[src/rtl/abc_seq_pkg.sv]
// Shared types and constants for the a/b/c stimulus sequencer.
package abc_seq_pkg;

  localparam int unsigned ABC_HOLD_W = 4;

  // One table step: drive values plus extra cycles to hold them.
  typedef struct packed {
    logic                  a;
    logic                  b;
    logic                  c;
    logic [ABC_HOLD_W-1:0] hold;
  } abc_entry_t;

  typedef enum logic [1:0] {
    IDLE = 2'd0,
    RUN  = 2'd1,
    FIN  = 2'd2
  } seq_state_e;

  // Value presented to the datapath whenever no run is active.
  localparam logic IDLE_A = 1'b0;
  localparam logic IDLE_B = 1'b0;
  localparam logic IDLE_C = 1'b1;

endpackage

[src/rtl/abc_seq_table.sv]
// Step table: one falling-edge write port, one combinational read port.
module abc_seq_table #(
  parameter  int unsigned DEPTH = 16,
  parameter  int unsigned WIDTH = 7,
  localparam int unsigned AW    = $clog2(DEPTH)
) (
  input  logic             clk,
  input  logic             i_wr_en,
  input  logic [AW-1:0]    i_wr_addr,
  input  logic [WIDTH-1:0] i_wr_data,
  input  logic [AW-1:0]    i_rd_addr,
  output logic [WIDTH-1:0] o_rd_data_c
);

  logic [WIDTH-1:0] r_mem [DEPTH];

  // Table contents survive reset, so the array has no reset branch.
  always_ff @(negedge clk) begin
    if (i_wr_en) r_mem[i_wr_addr] <= i_wr_data;
  end

  assign o_rd_data_c = r_mem[i_rd_addr];

endmodule

[src/rtl/abc_seq_ctrl.sv]
// Replays a table of {a,b,c,hold} steps onto the datapath inputs.
// All state moves on the falling edge so the datapath samples stable values.
module abc_seq_ctrl
  import abc_seq_pkg::*;
#(
  parameter  int unsigned DEPTH  = 16,
  parameter  int unsigned HOLD_W = 4,
  localparam int unsigned AW     = $clog2(DEPTH),
  localparam int unsigned EW     = 3 + HOLD_W
) (
  input  logic          clk,
  input  logic          rst_n,
  input  logic          wr_en,
  input  logic [AW-1:0] wr_addr,
  input  logic [EW-1:0] wr_data,
  input  logic [AW:0]   len,
  input  logic          start,
  input  logic          abort,
  output logic          busy,
  output logic          done,
  output logic [AW-1:0] step_idx,
  output logic          a,
  output logic          b,
  output logic          c
);

  seq_state_e        r_state, w_state_n;
  logic [AW:0]       r_len, w_len_n;
  logic [AW-1:0]     r_idx, w_idx_n;
  logic [HOLD_W-1:0] r_cnt, w_cnt_n;
  logic              r_busy, w_busy_n;
  logic              r_done, w_done_n;
  logic              r_a, w_a_n;
  logic              r_b, w_b_n;
  logic              r_c, w_c_n;

  logic [AW:0]       w_len_clamp;
  logic [AW-1:0]     w_rd_addr;
  logic [EW-1:0]     w_rd_data;
  logic              w_last;
  logic              w_wr_en;

  // Writes only land while no run is using the table.
  assign w_wr_en     = wr_en & ~r_busy;
  assign w_len_clamp = (len > (AW+1)'(DEPTH)) ? (AW+1)'(DEPTH) : len;
  // Idle looks at entry 0 for the start edge; a run looks one step ahead.
  assign w_rd_addr   = (r_state == RUN) ? r_idx + AW'(1) : '0;
  assign w_last      = ((AW+1)'(r_idx) + (AW+1)'(1)) >= r_len;

  abc_seq_table #(
    .DEPTH (DEPTH),
    .WIDTH (EW)
  ) u_table (
    .clk         (clk),
    .i_wr_en     (w_wr_en),
    .i_wr_addr   (wr_addr),
    .i_wr_data   (wr_data),
    .i_rd_addr   (w_rd_addr),
    .o_rd_data_c (w_rd_data)
  );

  // State and registered outputs.
  always_ff @(negedge clk or negedge rst_n) begin
    if (!rst_n) begin
      r_state <= IDLE;
      r_len   <= '0;
      r_idx   <= '0;
      r_cnt   <= '0;
      r_busy  <= 1'b0;
      r_done  <= 1'b0;
      r_a     <= IDLE_A;
      r_b     <= IDLE_B;
      r_c     <= IDLE_C;
    end else begin
      r_state <= w_state_n;
      r_len   <= w_len_n;
      r_idx   <= w_idx_n;
      r_cnt   <= w_cnt_n;
      r_busy  <= w_busy_n;
      r_done  <= w_done_n;
      r_a     <= w_a_n;
      r_b     <= w_b_n;
      r_c     <= w_c_n;
    end
  end

  // Next-state and next-output logic.
  always_comb begin
    w_state_n = r_state;
    w_len_n   = r_len;
    w_idx_n   = r_idx;
    w_cnt_n   = r_cnt;
    w_busy_n  = r_busy;
    w_done_n  = 1'b0;
    w_a_n     = r_a;
    w_b_n     = r_b;
    w_c_n     = r_c;

    case (r_state)
      IDLE: begin
        if (start && !abort) begin
          if (len == '0) begin
            w_state_n = FIN;
            w_done_n  = 1'b1;
          end else begin
            w_state_n = RUN;
            w_len_n   = w_len_clamp;
            w_idx_n   = '0;
            w_cnt_n   = w_rd_data[HOLD_W-1:0];
            w_busy_n  = 1'b1;
            w_a_n     = w_rd_data[EW-1];
            w_b_n     = w_rd_data[EW-2];
            w_c_n     = w_rd_data[EW-3];
          end
        end
      end
      RUN: begin
        if (abort || (r_cnt == '0 && w_last)) begin
          w_state_n = abort ? IDLE : FIN;
          w_done_n  = ~abort;
          w_idx_n   = '0;
          w_busy_n  = 1'b0;
          w_a_n     = IDLE_A;
          w_b_n     = IDLE_B;
          w_c_n     = IDLE_C;
        end else if (r_cnt != '0) begin
          w_cnt_n = r_cnt - HOLD_W'(1);
        end else begin
          w_idx_n = r_idx + AW'(1);
          w_cnt_n = w_rd_data[HOLD_W-1:0];
          w_a_n   = w_rd_data[EW-1];
          w_b_n   = w_rd_data[EW-2];
          w_c_n   = w_rd_data[EW-3];
        end
      end
      FIN: begin
        w_state_n = IDLE;
      end
      default: begin
        w_state_n = IDLE;
      end
    endcase
  end

  assign busy     = r_busy;
  assign done     = r_done;
  assign step_idx = r_idx;
  assign a        = r_a;
  assign b        = r_b;
  assign c        = r_c;

endmodule

[config.mk]
export PLATFORM = sky130hd
export DESIGN_NAME = abc_seq_ctrl
export DESIGN_NICKNAME = d
export VERILOG_FILES = /design/src/rtl/abc_seq_pkg.sv /design/src/rtl/abc_seq_table.sv /design/src/rtl/abc_seq_ctrl.sv
export SDC_FILE = /design/constraint.sdc
export NUM_CORES = 1
export LEC_CHECK = 0
export ABC_AREA = 1
export ABC_CLOCK_PERIOD_IN_PS = 2600
export CAP_MARGIN = 25
export CORE_MARGIN = 4
export CORE_UTILIZATION = 60
export CTS_CLUSTER_DIAMETER = 50
export DETAILED_ROUTE_END_ITERATION = 8
export PLACE_DENSITY = 0.8
export SLEW_MARGIN = 20
export SYNTH_ARGS = -nofsm -noshare
export SYNTH_HDL_FRONTEND = slang
export SYNTH_HIERARCHICAL = 1
export SYNTH_SLANG_ARGS = --single-unit
[constraint.sdc]
create_clock -name clk -period 2.6 [get_ports clk]
set_input_delay 0.26 -clock clk [delete_from_list [all_inputs] [get_ports clk]]
set_output_delay 0.26 -clock clk [all_outputs]
set_load 0.005 [all_outputs]
# Yosys cells after proc, flatten, opt, wreduce, memory -nomap -nowiden
# Memories as Yosys holds them, arrays and structs flattened.
# Cells that the tools add are included.
# Widths: inputs -> output; s select.
# word_totals
regBits,20
ramBits,112
inputBits,21
out_inout_bits,9
wordCells,81
mem_count,1
# memory_table
memory,depth,width,rd,rd_clocked_by_memory_dff,write_ports,line,text
u_table.r_mem,16,7,1,0,1,abc_seq_table.sv:15,logic [WIDTH-1:0] r_mem [DEPTH];
# classes
n_addsub,3
order_cmp,2
n_eq_ne,6
muxes,42
bitwise,4
n_reduce_logical,14
# ops
op,count
$mux 4,9
$mux 1,20
$pmux 4 s2,2
$reduce_and 4->1,3
$pmux 1 s2,5
$mux 2,4
$ne 2x2->1 const B,3
$add 4x1->5 const B,1
$ge 5x5->1,1
$gt 5x5->1 const B,1
$logic_not 5->1,1
$mux 5,1
$add 4x1->4 const B,1
$logic_not 4->1,1
$pmux 2 s2,1
$reduce_bool 4->1,1
$sub 4x1->4 const B,1
$ne 3x3->1 const B,1
$not 1->1,3
$reduce_and 3->1,1
$eq 2x1->1 const B,1
$logic_and 1x1->1,2
$logic_not 2->1,1
$ne 2x1->1 const B,1
other kinds (5),5

# Longest topological paths before layout
# Gate-level depths: netlist of the first run.
# logic_depth
depth_word,6
ltp_mapped,16
mapped_depth_nobuf,15

# Modules after synthesis
# Netlist of the first run, hierarchy kept.
# by_module_without_submodules
mod,n_inst,cells_per_inst,area_each_um2,seq_area_each_um2
abc_seq_table,1,479,4895.9,3363.2
abc_seq_ctrl,1,157,1296.2,501.7

==> results of run 1 <==
## repair_timing
action | 4_1_cts | 5_1_grt
pin swaps | 2 | 6
setup buffers | 4 | 1
setup endpoints to repair | 36 | 13
resized for setup | 42 | 9
## metrics by stage
step | worst slack, ps | instance area, um2 | total power, mW | std cells
3_5_place_dp | -488 | 6940 | 5.42 | 821
6_report | -99.8 | 7960 | 8.46 | 969
4_1_cts | -112 | 7930 | 8.38 | 968
2_1_floorplan | -9.95 | 6190 | 4.72 | 636
5_1_grt | -127 | 7960 | 8.97 | 969
3_3_place_gp | -507 | 6940 | 5.34 | 821
## worst paths after layout
kind                            slack, ps           to  cells past startpoint         from
worst max-delay path                 -100            c                      1            c
worst min-delay path                  450     r_len[0]                      2     r_len[0]
worst max register to register        150     r_cnt[3]                     14  step_idx[0]
worst min register to register        450     r_len[0]                      2     r_len[0]
max in group asynchronous             910  step_idx[3]                      2        rst_n
min in group asynchronous            1270     r_cnt[2]                      1        rst_n
## cell type report
type	count	share of cell area
clock buffers	17	0.0520
repair buffers	77	0.0879
inverters	119	0.0574
well taps	133	0.0209
flip-flops and latches	132	0.486
multi-input cells	363	0.223
clock inverters	128	0.0731
## power by group through the flow
stage,clock [mW],combinational [mW],sequential [mW]
final,3.09,2.81,2.56
after global routing,3.37,3.03,2.56
after CTS,3.13,2.69,2.55
after detailed placement,0.263,2.58,2.58
after global placement,0.263,2.50,2.58
after floorplan,0.263,1.88,2.58
## sequential cells by signal (all words and copies together) (netlist names), 2 cells and up
signal	cells
r_cnt	4
r_len	5
r_state	2
step_idx	4
u_table/r_mem	112
## cells by family after synthesis
kind of cell / count (synthesis) / share of synthesized area
compound gates: 21 / 0.0208
xor+xnor: 3 / 0.00424
fa+ha+maj: 7 / 0.0141
buf+inv: 141 / 0.0934
flops: 132 / 0.624
simple gates: 332 / 0.243
## cell usage after synthesis (all sizes together)
master / number
clkbuf: 1
nand3: 96
dfrtn: 19
nand4: 2
edfxtp: 112
a21oi: 3
nand2: 195
o22ai: 2
dfstp: 1
buf: 19
inv: 120
nor2: 36
xor2: 3
o21ai: 15
ha: 7
clkinv: 1
a21boi: 1
nand3b: 3
## per-layer routing
metal	vias up	global-route usage	part of all wire	wire length, um
met5	-	0	0	0
met4	0	0.143	0.041	713
met3	83	0.107	0.11	1870
met2	445	0.527	0.50	8870
met1	2476	0.351	0.35	6120
li1	2415	-	-	-
==> results_dict.tcl, run 1 <==
set metrics [dict create \
    htreeDepth 4 \
    layout_common_cells "inv_1, nand2_1, edfxtp_1" \
    clk_pin_slew_worst_paths_ps 50 \
    netlist_area_um2 6190 \
    maxCapViolations 0 \
    seq_area_um2 3860 \
    place.gp.congestion 0.919 \
    cts_buffers 17 \
    die_x_um 110 \
    dp_hpwl_um 9340 \
    cp_slowest_cell "dfstp_2" \
    endpoint_kind "output pin" \
    yosys_warnings 6 \
    drcViolationCount 0 \
    io_pins 30 \
    synth_top_area_frac 0.543 \
    grt_max_degree 57 \
    fin_util 0.803 \
    grt-ovfl-total 0 \
    syn-num-nets 664 \
    cts-root-buf "clkbuf_8" \
    areaGrowthSynthToFinish_pct 28.6 \
    worst_slew_pin_slew_ps 541 \
    num-fill-cells 507 \
    clock_latency_ps 540 \
    core.rowCount 36 \
    initial_utilization 0.625 \
    rsz0062_at_grt "yes" \
    drt-initial-drc-count 775 \
    finalWirelength_um 17600 \
    nets 851 \
    power.leakage_nw 4.01 \
    cp_cell_sequence "buf_6" \
    combPwrFrac 0.332 \
    finClkSkew_ps 85.5 \
    p_sw_frac 0.417 \
    synth_top_area_cell "edfxtp_1" \
    setup_tns_ps -99.8 \
    p_int_mw 4.93 \
    portBuffers 29 \
    crit_type "reg -> out" \
    synth_area_leaders "edfxtp_1, nand2_1, nand3_1" \
    cp-start-kind "flip-flop" \
    numClockSinks 132 \
    grt_pass1_wl_um 27500 \
    p_sw_mw 3.53 \
    mostFrequentLayoutCell "inv_1" \
    die_area_um2 12000 \
    worst-endpoint-arrival_ps 2440 \
    die_h_um 110 \
    hold_slack_ps 454 \
    drive_above_1_share 0.148 \
    ctsHoldBuffers 0 \
    critPathMaxStageDelay_ps 540 \
    setup_ws_ps -99.8 \
    path_buf_inv 1 \
    core_area_um2 9910 \
    ant_nets 0 \
    peakVddDrop_mv 0.952 \
    final_max_slew_viol_count 0 \
    synth_cell_type_count 32 \
    crit_family "flip-flops" \
    seq_power_share 0.302 \
    syn_inst 636 \
    grt_pass1_vias 5646 \
    path_max_fanout 2 \
    max_slew_margin 0.639 \
    setup_viol 1 \
    hold_path_class "reg -> reg" \
    power_density_nw_per_um2 1060 \
    violations "setup timing" \
    cts_tree "built" \
    routedWlPerCell_um 18.1 \
    track_usage 0.310 \
    cts_buffer_depth 2 \
    avgViaCountPerCell 5.59 \
    ys_seq_elements 132 \
    status "finished, violations left" \
    drtPass1Iterations 7 \
    multiInputGateArea_um2 1780 \
    antenna_found_initial 0 \
    diodes 0 \
    hold_viol 0 \
    clkPwrFrac 0.366 \
    crit_required_ps 2340 \
    num_vias 5419 \
    ys_seq_area_frac 0.624 \
    postSynthAreaPerCell_um2 9.74 \
]
Note: power is estimated with default switching activity, not from simulation.
==> run 2: changes to the inputs <==
--- a/config.mk
+++ b/config.mk
@@ -9,11 +9,10 @@
 export ABC_CLOCK_PERIOD_IN_PS = 2600
 export CAP_MARGIN = 25
 export CORE_MARGIN = 4
-export CORE_UTILIZATION = 60
+export CORE_UTILIZATION = 35
 export CTS_CLUSTER_DIAMETER = 50
 export DETAILED_ROUTE_END_ITERATION = 8
-export PLACE_DENSITY = 0.8
-export SLEW_MARGIN = 20
+export PLACE_DENSITY = 0.52
 export SYNTH_ARGS = -nofsm -noshare
 export SYNTH_HDL_FRONTEND = slang
 export SYNTH_HIERARCHICAL = 1
==> results_dict.tcl, run 2 (synthesis gave the netlist of run 1 again) <==
set metrics [dict create \
    routedWlPerCell_um 14.5 \
    path_max_fanout 2 \
    crit_type "reg -> out" \
    power_density_nw_per_um2 995 \
    num_vias 4937 \
    setup_ws_ps -16.7 \
    worst-endpoint-arrival_ps 2360 \
    p_int_mw 5.00 \
    clock_latency_ps 460 \
    power.leakage_nw 4.10 \
    crit_family "flip-flops" \
    dr_wl_met3_um 936 \
    clk_pin_slew_worst_paths_ps 50 \
    track_usage 0.163 \
    nets 860 \
    htreeDepth 4 \
    rrSetupSlack_ps 190 \
    dp_hpwl_um 10300 \
    areaGrowthSynthToFinish_pct 32.6 \
    path_buf_inv 1 \
    hold_viol 0 \
    cts-root-buf "clkbuf_16" \
    die_x_um 141 \
    cp-start-kind "flip-flop" \
    drt-initial-drc-count 279 \
    layout_common_cells "inv_1, nand2_1, edfxtp_1" \
    mostFrequentLayoutCell "inv_1" \
    hold_path_class "reg -> reg" \
    p_sw_frac 0.388 \
    grt_max_degree 29 \
    core.rowCount 48 \
    stdcell_area_um2 8210 \
    clkPwrFrac 0.360 \
    reg_top3 "u_table/r_mem (112), r_len (5)" \
    ant_nets 0 \
    drcViolationCount 0 \
    peakVddDrop_mv 0.548 \
    maxCapViolations 0 \
    grt-ovfl-total 0 \
    finClkSkew_ps 67.1 \
    diodes 0 \
    finalWirelength_um 15500 \
    critPathMaxStageDelay_ps 530 \
    combPwrFrac 0.327 \
    initial_utilization 0.358 \
    cts_tree "built" \
    cp_cell_sequence "buf_6" \
    rsz0062_at_grt "yes" \
    core_area_um2 17300 \
    cts_buffer_depth 2 \
    grt_pass1_wl_um 24900 \
    max_slew_margin 0.670 \
    hold_slack_ps 441 \
    status "finished, violations left" \
    die_area_um2 19900 \
    avgViaCountPerCell 4.61 \
    ctsHoldBuffers 0 \
    wl_met2_um 7860 \
    violations "setup timing" \
    grt_pass1_vias 5321 \
    crit_required_ps 2340 \
    cts_buffers 17 \
    largest_reg_flops 112 \
    drtPass1Iterations 5 \
    cp_slowest_cell "dfstp_2" \
    io_pins 30 \
    antenna_found_initial 0 \
    regMostFlops "u_table/r_mem" \
    final_max_slew_viol_count 0 \
    portBuffers 29 \
    wl_met1_um 6340 \
    highest_layer "met4" \
    endpoint_kind "output pin" \
    worst_slew_pin_slew_ps 494 \
    place_area_um2 7100 \
    place.gp.congestion 0.945 \
    drive_above_1_share 0.157 \
    seq_power_share 0.313 \
    numClockSinks 132 \
    p_sw_mw 3.17 \
    setup_viol 1 \
    die_h_um 141 \
]
[run 2: changes by cell type in the layout (fill, tap and decap cells not counted), moves of 3 or more]
cell / previous run / this run
buf_2: 8 / 4
buf_12: 6 / 9
buf_4: 39 / 47
clkdlybuf4s50_1: 18 / 14
dlymetal6s2s_1: 1 / 5
[run 2: worst reg2reg max path, delay by kind of cell, from the launching register on]
family,cells,cell delay (ps)
fa+ha+maj,1,350
buf+inv,5,610
simple gates,6,760
compound gates,2,170
flops,1,350
[run 2: final timing paths]
kind	start	cells past startpoint	endpoint
setup / recovery	c	1	c
hold / removal	r_len[4]	2	r_len[4]
setup reg to reg	step_idx[0]	14	r_cnt[2]
hold reg to reg	r_len[4]	2	r_len[4]
max in group asynchronous	rst_n	2	c
min in group asynchronous	rst_n	2	step_idx[2]
[run 2: metrics by stage]
step / cells / util / setup TNS [ps] / power [mW] / setup WS, ps
final: 1070 / 0.475 / -16.7 / 8.17 / -16.7
after global routing: 1070 / 0.475 / -70.6 / 8.89 / -70.6
after CTS: 1063 / 0.470 / -41.7 / 8.25 / -41.7
after detailed placement: 916 / 0.411 / -56980 / 5.47 / -505
after global placement: 916 / 0.411 / -59340 / 5.45 / -515
after floorplan: 636 / - / -764 / 4.72 / -9.95
[run 2: power by group through the flow]
stage | clock, mW | sequential, mW | combinational, mW
floorplan | 0.263 | 2.58 | 1.88
global placement | 0.263 | 2.58 | 2.60
detailed placement | 0.263 | 2.58 | 2.62
CTS | 3.05 | 2.55 | 2.65
global route | 3.32 | 2.57 | 3.00
finish | 2.94 | 2.56 | 2.67
[run 2: area by class of cell]
type	count	area, um2
Clock buffer	17	425
Clock inverter	128	567
Fill cell	1656	9080
Inverter	119	458
Multi-Input combinational cell	363	1790
Sequential cell	132	3860
Tap cell	225	282
Timing Repair Buffer	86	822
[run 2: layer usage]
metal	up-vias	GRT usage
met1	2328	0.184
met5	-	0
met4	0	0.0882
li1	2432	-
met3	29	0.0655
met2	148	0.266
[run 2: what timing repair did]
item / in CTS / in global routing
pin swaps: 2 / 5
setup endpoints to repair: 73 / 23
resized for setup: 26 / 20
endpoints found under the hold margin: 0 / 0
buffers inserted: 4 / 7
==> run 3: changes to the inputs <==
--- a/config.mk
+++ b/config.mk
@@ -6,7 +6,7 @@
 export NUM_CORES = 1
 export LEC_CHECK = 0
 export ABC_AREA = 1
-export ABC_CLOCK_PERIOD_IN_PS = 2600
+export ABC_CLOCK_PERIOD_IN_PS = 3300
 export CAP_MARGIN = 25
 export CORE_MARGIN = 4
 export CORE_UTILIZATION = 35
==> constraint.sdc (replaced) <==
create_clock -name clk -period 3.3 [get_ports clk]
set_input_delay 0.33 -clock clk [delete_from_list [all_inputs] [get_ports clk]]
set_output_delay 0.33 -clock clk [all_outputs]
set_load 0.005 [all_outputs]
==> results_dict.tcl, run 3 (synthesis gave the netlist of run 1 again) <==
set metrics [dict create \
    place.gp.congestion 0.880 \
    worst-endpoint-arrival_ps 2920 \
    crit_required_ps 2970 \
    stdcell_area_um2 7990 \
    io_pins 30 \
    path_max_fanout 1 \
    areaGrowthSynthToFinish_pct 29.1 \
    largest_reg_flops 112 \
    hold_viol 0 \
    reg_top3 "u_table/r_mem (112), r_len (5)" \
    finalWirelength_um 15000 \
    regMostFlops "u_table/r_mem" \
    layout_common_cells "inv_1, nand2_1, edfxtp_1" \
    power_density_nw_per_um2 808 \
    crit_family "buffers and inverters" \
    ant_nets 0 \
    core.rowCount 48 \
    cts_tree "built" \
    track_usage 0.160 \
    mostFrequentLayoutCell "inv_1" \
    status "finished, final reports clean" \
    drive_above_1_share 0.123 \
    endpoint_kind "output pin" \
    setup_tns_ps 0 \
    drt-initial-drc-count 193 \
    peakVddDrop_mv 0.454 \
    portBuffers 29 \
    cts_buffers 17 \
    drcViolationCount 0 \
    die_h_um 141 \
    hold_slack_ps 431 \
    num_vias 4775 \
    worst_slew_pin_slew_ps 890 \
    grt-ovfl-total 0 \
    diodes 0 \
    avgViaCountPerCell 4.53 \
    cp_slowest_cell "clkdlybuf4s50_1" \
    cp_cell_sequence "clkdlybuf4s50_1" \
    ctsHoldBuffers 0 \
    core_area_um2 17300 \
    routedWlPerCell_um 14.2 \
    setup_viol 0 \
    drtPass1Iterations 5 \
    cts_buffer_depth 2 \
    place_area_um2 6950 \
    fin_util 0.462 \
    finClkSkew_ps 59.5 \
    dp_hpwl_um 10100 \
    htreeDepth 4 \
    die_area_um2 19900 \
    numClockSinks 132 \
    cp-start-kind "flip-flop" \
    antenna_found_initial 0 \
    power.leakage_nw 3.98 \
    final_max_slew_viol_count 0 \
    grt_pass1_wl_um 24200 \
    nets 846 \
    clock_latency_ps 450 \
    grt_pass1_vias 5053 \
    cts-root-buf "clkbuf_16" \
    initial_utilization 0.358 \
    path_buf_inv 1 \
    grt_max_degree 57 \
    hold_path_class "reg -> reg" \
    crit_type "reg -> out" \
    maxCapViolations 0 \
    critPathMaxStageDelay_ps 490 \
    rsz0062_at_grt "no" \
    max_slew_margin 0.406 \
    clk_pin_slew_worst_paths_ps 40 \
    die_x_um 141 \
]
==> run 3: cell types whose count changed in the layout (fill, tap and decap cells not counted), moves of 3 or more <==
cell / delta
inv_8: +3
buf_4: -4
clkinvlp_2: -3
dlymetal6s2s_1: -5
nor2_2: -3
clkdlybuf4s50_1: +7
nor2_1: +3
buf_12: -9
buf_2: -4
dlygate4sd2_1: +6
==> run 3: path summary, 6_finish.rpt <==
kind	start	end	depth (start not counted)	slack [ps]
setup / recovery	done	done	1	50
hold / removal	b	b	2	430
setup reg to reg	step_idx[0]	r_cnt[2]	14	730
hold reg to reg	b	b	2	430
max in group asynchronous	rst_n	step_idx[2]	2	990
min in group asynchronous	rst_n	r_len[2]	1	1800
==> run 3: metal layers <==
metal	part of all wire	GRT usage	wire [um]	vias up
met2	0.50	0.256	7470	118
met5	0	0	0	-
li1	-	-	-	2403
met4	0.019	0.0872	280	0
met3	0.048	0.0556	726	23
met1	0.44	0.188	6550	2231
==> run 3: what timing repair did <==
action / in CTS / in global routing
resized for setup: 8 / 0
hold endpoints to repair: 0 / 0
setup endpoints to repair: 8 / 0
setup buffers: 4 / 0
==> run 3: layout make-up <==
type                            count  area, um2
Timing Repair Buffer               72        603
Fill cell                        1700       9300
Multi-Input combinational cell    363       1760
Clock inverter                    127        604
Tap cell                          225        282
Sequential cell                   132       3860
Clock buffer                       17        425
Inverter                          119        454
==> run 3: where the power goes <==
group          leakage (nW)  internal (mW)  total [mW]  switching, mW
Combinational          1.81          0.668        1.98           1.31
Clock                 0.907           1.39        2.47           1.08
Sequential             1.26           1.96        2.01         0.0549
==> run 3: per-stage QoR <==
step	cells	total power, mW	setup WS [ps]
floorplan	636	3.72	270
global placement	909	4.21	-228
detailed placement	909	4.24	-243
CTS	1055	6.57	36.2
global route	1055	7.00	10.9
finish	1055	6.46	54.3
